`src/rtl/fpmult_arbiter.sv`:
```
// Two-requester arbiter sharing one serial-operand FP multiplier, round-robin on ties.
// Define FPMULT_ARB_TIMEOUT_EN to add a doneFP watchdog that ends a stuck operation with err set.
module fpmult_arbiter #(
  parameter int TIMEOUT_CYCLES = 64
) (
  input  logic        clk,
  input  logic        rst,
  input  logic        req0,
  input  logic        req1,
  input  logic [31:0] a0,
  input  logic [31:0] b0,
  input  logic [31:0] a1,
  input  logic [31:0] b1,
  output logic        done0,
  output logic        done1,
  output logic [31:0] res0,
  output logic [31:0] res1,
  output logic        err0,
  output logic        err1,
  output logic        startFP,
  output logic [31:0] inBus,
  input  logic [31:0] resBus,
  input  logic        doneFP,
  output logic        busy
);

  typedef enum logic [2:0] {IDLE, START, LOADA, LOADB, WAIT, RESP} stateT;

  stateT       state;
  logic        grant;   // requester currently being served
  logic        rrPtr;   // requester that wins the next tie
  logic        winner;
  logic        opDone;
  logic [31:0] selA;
  logic [31:0] selB;
  logic [31:0] capVal;

  // NOTE: every always_comb output gets a default first so no path can infer a latch.
  always_comb begin
    winner = 1'b0;
    if (req0 && req1) winner = rrPtr;
    else if (req1)    winner = 1'b1;
  end

  assign selA   = grant ? a1 : a0;
  assign selB   = grant ? b1 : b0;
  assign capVal = doneFP ? resBus : 32'h0;

`ifdef FPMULT_ARB_TIMEOUT_EN
  localparam int CntW = $clog2(TIMEOUT_CYCLES + 1);
  logic [CntW-1:0] waitCnt;
  logic            timeoutHit;

  // Counter value TIMEOUT_CYCLES-1 marks the last of TIMEOUT_CYCLES WAIT cycles.
  assign timeoutHit = (waitCnt == CntW'(TIMEOUT_CYCLES - 1)) && !doneFP;
  assign opDone     = doneFP || timeoutHit;
`else
  assign opDone = doneFP;
  assign err0   = 1'b0;
  assign err1   = 1'b0;
`endif

  // NOTE: state and registered outputs use non-blocking assignments so every
  // update in this block sees the values from before the clock edge.
  always_ff @(posedge clk) begin
    if (rst) begin
      // NOTE: result registers are few and visible at the ports, so they are reset
      // like control state rather than left undefined.
      state   <= IDLE;
      grant   <= 1'b0;
      rrPtr   <= 1'b0;
      startFP <= 1'b0;
      inBus   <= 32'h0;
      busy    <= 1'b0;
      done0   <= 1'b0;
      done1   <= 1'b0;
      res0    <= 32'h0;
      res1    <= 32'h0;
`ifdef FPMULT_ARB_TIMEOUT_EN
      err0    <= 1'b0;
      err1    <= 1'b0;
      waitCnt <= '0;
`endif
    end else begin
      done0 <= 1'b0;
      done1 <= 1'b0;
      unique case (state)
        IDLE: begin
          if (req0 || req1) begin
            grant   <= winner;
            startFP <= 1'b1;
            busy    <= 1'b1;
            state   <= START;
          end
        end
        START: begin
          startFP <= 1'b0;
          inBus   <= selA;
          state   <= LOADA;
        end
        LOADA: begin
          inBus <= selB;
          state <= LOADB;
        end
        LOADB: begin
          inBus <= 32'h0;
`ifdef FPMULT_ARB_TIMEOUT_EN
          waitCnt <= '0;
`endif
          state <= WAIT;
        end
        WAIT: begin
          if (opDone) begin
            state <= RESP;
            if (grant) begin
              done1 <= 1'b1;
              res1  <= capVal;
`ifdef FPMULT_ARB_TIMEOUT_EN
              err1  <= !doneFP;
`endif
            end else begin
              done0 <= 1'b1;
              res0  <= capVal;
`ifdef FPMULT_ARB_TIMEOUT_EN
              err0  <= !doneFP;
`endif
            end
          end
`ifdef FPMULT_ARB_TIMEOUT_EN
          else waitCnt <= waitCnt + 1'b1;
`endif
        end
        RESP: begin
          rrPtr <= ~grant;
          busy  <= 1'b0;
          state <= IDLE;
        end
        default: state <= IDLE;
      endcase
    end
  end

endmodule

```
`config.mk`:
```
export PLATFORM = sky130hd
export DESIGN_NAME = fpmult_arbiter
export DESIGN_NICKNAME = d
export VERILOG_FILES = /design/src/rtl/fpmult_arbiter.sv
export SDC_FILE = /design/constraint.sdc
export NUM_CORES = 1
export LEC_CHECK = 0
export ABC_CLOCK_PERIOD_IN_PS = 1530
export CAP_MARGIN = 5
export CORE_UTILIZATION = 35
export DETAILED_ROUTE_END_ITERATION = 10
export PLACE_DENSITY = 0.7
export SETUP_SLACK_MARGIN = 0.5
export SLEW_MARGIN = 30
export SYNTH_ARGS = -nofsm -noshare
export SYNTH_HDL_FRONTEND = slang
export SYNTH_SLANG_ARGS = --single-unit
export TNS_END_PERCENT = 20
```
`constraint.sdc`:
```
create_clock -name clk -period 1.53 [get_ports clk]
set_clock_uncertainty 0.05 [all_clocks]
set_input_delay 0.3825 -clock clk [delete_from_list [all_inputs] [get_ports clk]]
set_output_delay 0.3825 -clock clk [all_outputs]
set_load 0.1 [all_outputs]
```
# Word-level counts from Yosys, hierarchy flattened

Cells that the tools add are included.

Equality and inequality tests: 7
Muxes and demuxes: 13
Bitwise gates (word level): 3
Reduce and logical (&&, ||, !) cells: 13

Operators by type and width:

| operator             | number |
|---|---|
| $pmux W32 S3         | 1 |
| $mux W32             | 2 |
| $pmux W3 S5          | 1 |
| $reduce_and A2 Y1    | 4 |
| $eq A3 B2 Y1 const B | 2 |
| $eq A3 B3 Y1 const B | 2 |
| $mux W3              | 2 |
| $reduce_and A3 Y1    | 2 |
| $mux W1              | 5 |
| $ne A2 B2 Y1 const B | 2 |
| $pmux W1 S2          | 2 |
| $reduce_bool A2 Y1   | 2 |
| $eq A3 B1 Y1 const B | 1 |
| $logic_not A3 Y1     | 1 |
| $not A1 Y1           | 3 |
| $reduce_bool A3 Y1   | 1 |
| $reduce_or A3 Y1     | 1 |
| $logic_and A1 B1 Y1  | 1 |
| $logic_or A1 B1 Y1   | 1 |

Register bits: 105
Bits of input ports: 165
Output and inout port bits: 102

# Longest topological paths before layout

Depth after elaboration: 3
Mapped depth: 6
Mapped depth without buffers: 3

# Worst setup path before layout

OpenSTA, ideal clock, no wires.

Path type: flip-flop to flip-flop
Start point: register inBus[30] (netlist name)
End point: register inBus[30]
Library setup time: 0.087 ns
Data arrival time: 1.310 ns
Required time: 1.393 ns
Setup slack: 0.084 ns
Stages on the path, launching flop included: 3
Path buffers: 0
Cells stage by stage: dfxtp_1 > nand2b_1 > a221oi_2

RTL lines:

| what                 | RTL line | text |
|---|---|---|
| to (signal assigned) | 98       | `inBus <= selA;` |
| to (signal assigned) | 102      | `inBus <= selB;` |
| to (decl)            | 21       | `output logic [31:0] inBus,` |

# Final worst setup path

Start point: register state[0]
End point: register res1[21]

Cells in the longest elaborated chain, start to end: 2

Ends and longest elaborated chain:

| what                        | RTL line | text |
|---|---|---|
| from (decl)                 | 29       | `stateT state;` |
| from (signal assigned)      | 69       | `state <= IDLE;` |
| from (signal assigned)      | 93       | `state <= START;` |
| from (signal assigned)      | 99       | `state <= LOADA;` |
| $eq A3 B3 Y1                | 87       | `unique case (state)` |
| $reduce_and A3 Y1 (no line) | n/a      |  |
| to (signal assigned)        | 117      | `res1 <= capVal;` |
| to (decl)                   | 17       | `output logic [31:0] res1,` |

Every way passes these cells.
A chain may end at the register's enable or synchronous reset.

==> summary.txt <==
Finish
  – Share of cells above drive strength 1: 30.4%
  – Most frequent cells in the layout: clkdlybuf4s50_1 (162), nand2b_1 (130), mux2i_1 (125), buf_12 (109), dfxtp_1 (70)
  – Fin util: 67.8%
  – Most common cell after layout, fill and taps aside: clkdlybuf4s50_1
  – Post-route cell area: 0.0100 mm^2
  – Diodes inserted: 0
  – Fin cells: 971
  – Layout area overhead: 86.3%
  – Nets@finish: 947
  – FILL cells: 1115

Die
  – Die area: 0.0159 mm^2
  – Initial Util: 36.4%
  – Die span in x: 126 um
  – Die height: 126 um
  – Core Rows: 44
  – IO Count: 267
  – Core Region: 0.0148 mm^2

Drt
  – DR vias: 4822
  – DRT Wirelength: 17100 um
  – Via-per-instance ratio: 4.97
  – Detailed Route Iter0 Violations: 168
  – Drt wl/cell: 17.6 um
  – DRC: 0
  – Antenna-violating nets left: 0
  – First-pass DRT Iterations: 4

Critical path
  – Crit path buffers/inverters: 2
  – Worst r2r src: state[0]
  – Critical Path AT: 1.66 ns
  – Top delay family on crit path: simple AND/OR/NAND/NOR gates
  – Worst Path Max Fanout: 7
  – WS Path Type: flip-flop to flip-flop
  – Crit. End Element: flip-flop
  – Worst R2R Path Depth: 5
  – Critical path required time: 1.74 ns
  – Reg2reg end: res1[21]
  – Crit path cell chain: nor2_4 -> buf_6 -> and4_4 -> buf_12 -> mux2i_2
  – CP startpoint kind: flip-flop
  – CP peak stage delay: 0.36 ns
  – R2r setup slk: 0.08 ns
  – Worst path slowest cell: dfxtp_4

Synth
  – Sequential share of the synthesized area: 39.1%
  – Synth top area cells: dfxtp_1 (39%), mux2i_1 (24%), nand2b_1 (15%), a221oi_2 (8.4%), o21a_1 (4.5%)
  – Syn_area_per_cell: 10.6 um^2
  – Post-Syn Instances: 508
  – Largest area contributor in the netlist: dfxtp_1
  – Count of different cell masters after synthesis: 33
  – Synthesized cell area: 0.00537 mm^2
  – Synth top area share: 39.1%
  – Ys Warns: 0
  – Synth Register Bits: 105

Timing
  – FMAX: 0.688 GHz
  – Hold Violations, Final: 0
  – Tmin final: 1.45 ns
  – Worst hold slack: 0.455 ns
  – Fin Setup TNS: 0 ns
  – Final setup viols: 0
  – Final Max Slew Viols: 0
  – RSZ-0062 raised after global routing: yes
  – Final Cycle Share: 94.9%

Clock network
  – Clk slew on worst S/H paths: 0.07 ns
  – CTS max path bufs: 2
  – CTS Root Cell: clkbuf_16
  – Clock Sink Count: 105
  – Skew-Pair Late Insertion Delay: 0.34 ns
  – Htree depth: 3
  – Hold Buf Count CTS: 0
  – Inserted Clock Buffers: 9
  – CTS tree: built

Power and ir drop
  – Max VDD drop: 0.687 mV
  – Clock power share: 24.0%
  – PwrDens: 984 mW/mm^2
  – Combinational share of power: 43.0%
  – Pleak: 3.80 nW
  – Switching share of total power: 37.7%
  – Net Sw Power: 0.00372 W
  – Seq pwr share: 33.1%
  – Cell Int Power: 0.00613 W

Min path
  – HP Start: inBus[7]
  – Hold/Removal Path Class: flip-flop to flip-flop
  – Worst hold path endpoint: inBus[7]
  – Hold depth: 2

Global route
  – Initial antenna violation count: 0
  – Global-route wire length before repair: 25700 um
  – Total global-route track usage: 20.7%
  – GRT Residual Overflow: 0
  – Largest net degree at the start of global routing: 70
  – Vias in the first global route: 5018

Placement
  – GPL Wtd Cong: 0.770
  – Hpwl dp: 12400 um
  – Dpl cells: 938
  – Placed cell area: 0.00935 mm^2
  – # port buffers: 264

Job
  – Max cap viols: 0

Run status
  – Status: complete, no violations
[routing by layer]
metal / up-vias / track usage (%) / part of all wire, %
met5: - / 0 / 0
met4: 0 / 6.87 / 1.7
met3: 23 / 3.36 / 5.2
met2: 202 / 38.4 / 52
met1: 2253 / 24.0 / 41
li1: 2344 / - / -
[stage by stage]
stage | setup slack, ns | total power, W
2_1_floorplan | 0.125 | 0.00568
3_3_place_gp | -0.182 | 0.00735
3_5_place_dp | -0.266 | 0.00740
4_1_cts | 0.0882 | 0.00984
5_1_grt | 0.0372 | 0.0102
6_report | 0.0775 | 0.00985
[synthesized netlist by cell type, drive strengths merged]
| cell type | count |
|---|---|
| a2111oi | 1 |
| a211oi | 1 |
| a21oi | 5 |
| a221oi | 32 |
| a311oi | 1 |
| and4 | 1 |
| and4b | 1 |
| buf | 26 |
| clkbuf | 23 |
| conb | 1 |
| dfxtp | 105 |
| inv | 2 |
| mux2i | 128 |
| nand2 | 1 |
| nand2b | 130 |
| nand3 | 1 |
| nand4 | 1 |
| nand4b | 1 |
| nor2 | 4 |
| nor2b | 3 |
| nor3 | 2 |
| o2111ai | 1 |
| o21a | 32 |
| o32ai | 1 |
| o41ai | 1 |
| or2 | 1 |
| or3 | 1 |
| xnor2 | 1 |
[cell families after synthesis]
kind of cell              Yosys count  synth area share, %
buffers and inverters              51                 5.10
xor gates and xnor gates            1                0.163
other                               1               0.0698
AOI/OAI and AO/OA                  75                 14.6
muxes                             128                 23.8
and+or+nand+nor                   147                 17.1
DFF                               105                 39.1
[final cells by class]
cell class | instances | area, um^2 | area share [%]
Clock buffer | 10 | 229 | 2.29
Clock inverter | 6 | 73.8 | 0.738
Inverter | 2 | 7.51 | 0.0750
Multi-Input combinational cell | 353 | 3050 | 30.4
Sequential cell | 105 | 2150 | 21.5
Tap cell | 184 | 230 | 2.30
Timing Repair Buffer | 311 | 4270 | 42.7
[how the worst max path moves through the flow]
stage                  start   endpoint  depth (start not counted)
floorplan           state[1]  inBus[11]                          6
global placement      doneFP   res1[10]                          4
detailed placement    doneFP   res1[21]                          4
CTS                 state[1]   inBus[0]                          4
global route        state[0]    res1[7]                          5
finish              state[0]   res1[21]                          5
[power groups by stage]
stage / combinational, W / clock, W / sequential, W
global placement: 0.00403 / 0 / 0.00332
detailed placement: 0.00406 / 0 / 0.00334
floorplan: 0.000986 / 0 / 0.00469
CTS: 0.00417 / 0.00242 / 0.00326
finish: 0.00423 / 0.00236 / 0.00326
global route: 0.00438 / 0.00251 / 0.00328
[state kept, by name (all words and copies together), names as in the netlist]
| name | cells |
|---|---|
| busy | 1 |
| done0 | 1 |
| done1 | 1 |
| grant | 1 |
| inBus | 32 |
| res0 | 32 |
| res1 | 32 |
| rrPtr | 1 |
| startFP | 1 |
| state | 3 |
[worst reg2reg max path, cell delays in order (launching register included)]
cell and delay, ns:
dfxtp_4 0.36, nor2_4 0.13, buf_6 0.13, and4_4 0.31
buf_12 0.17, mux2i_2 0.23
[what timing repair did]
action | CTS | global route
setup endpoints to repair | 204 | 205
pin swaps | 3 | 8
gates cloned | 3 | 5
setup buffers | 8 | 1
resized for setup | 9 | 13
No activity file was read; power rests on OpenSTA's default activity.
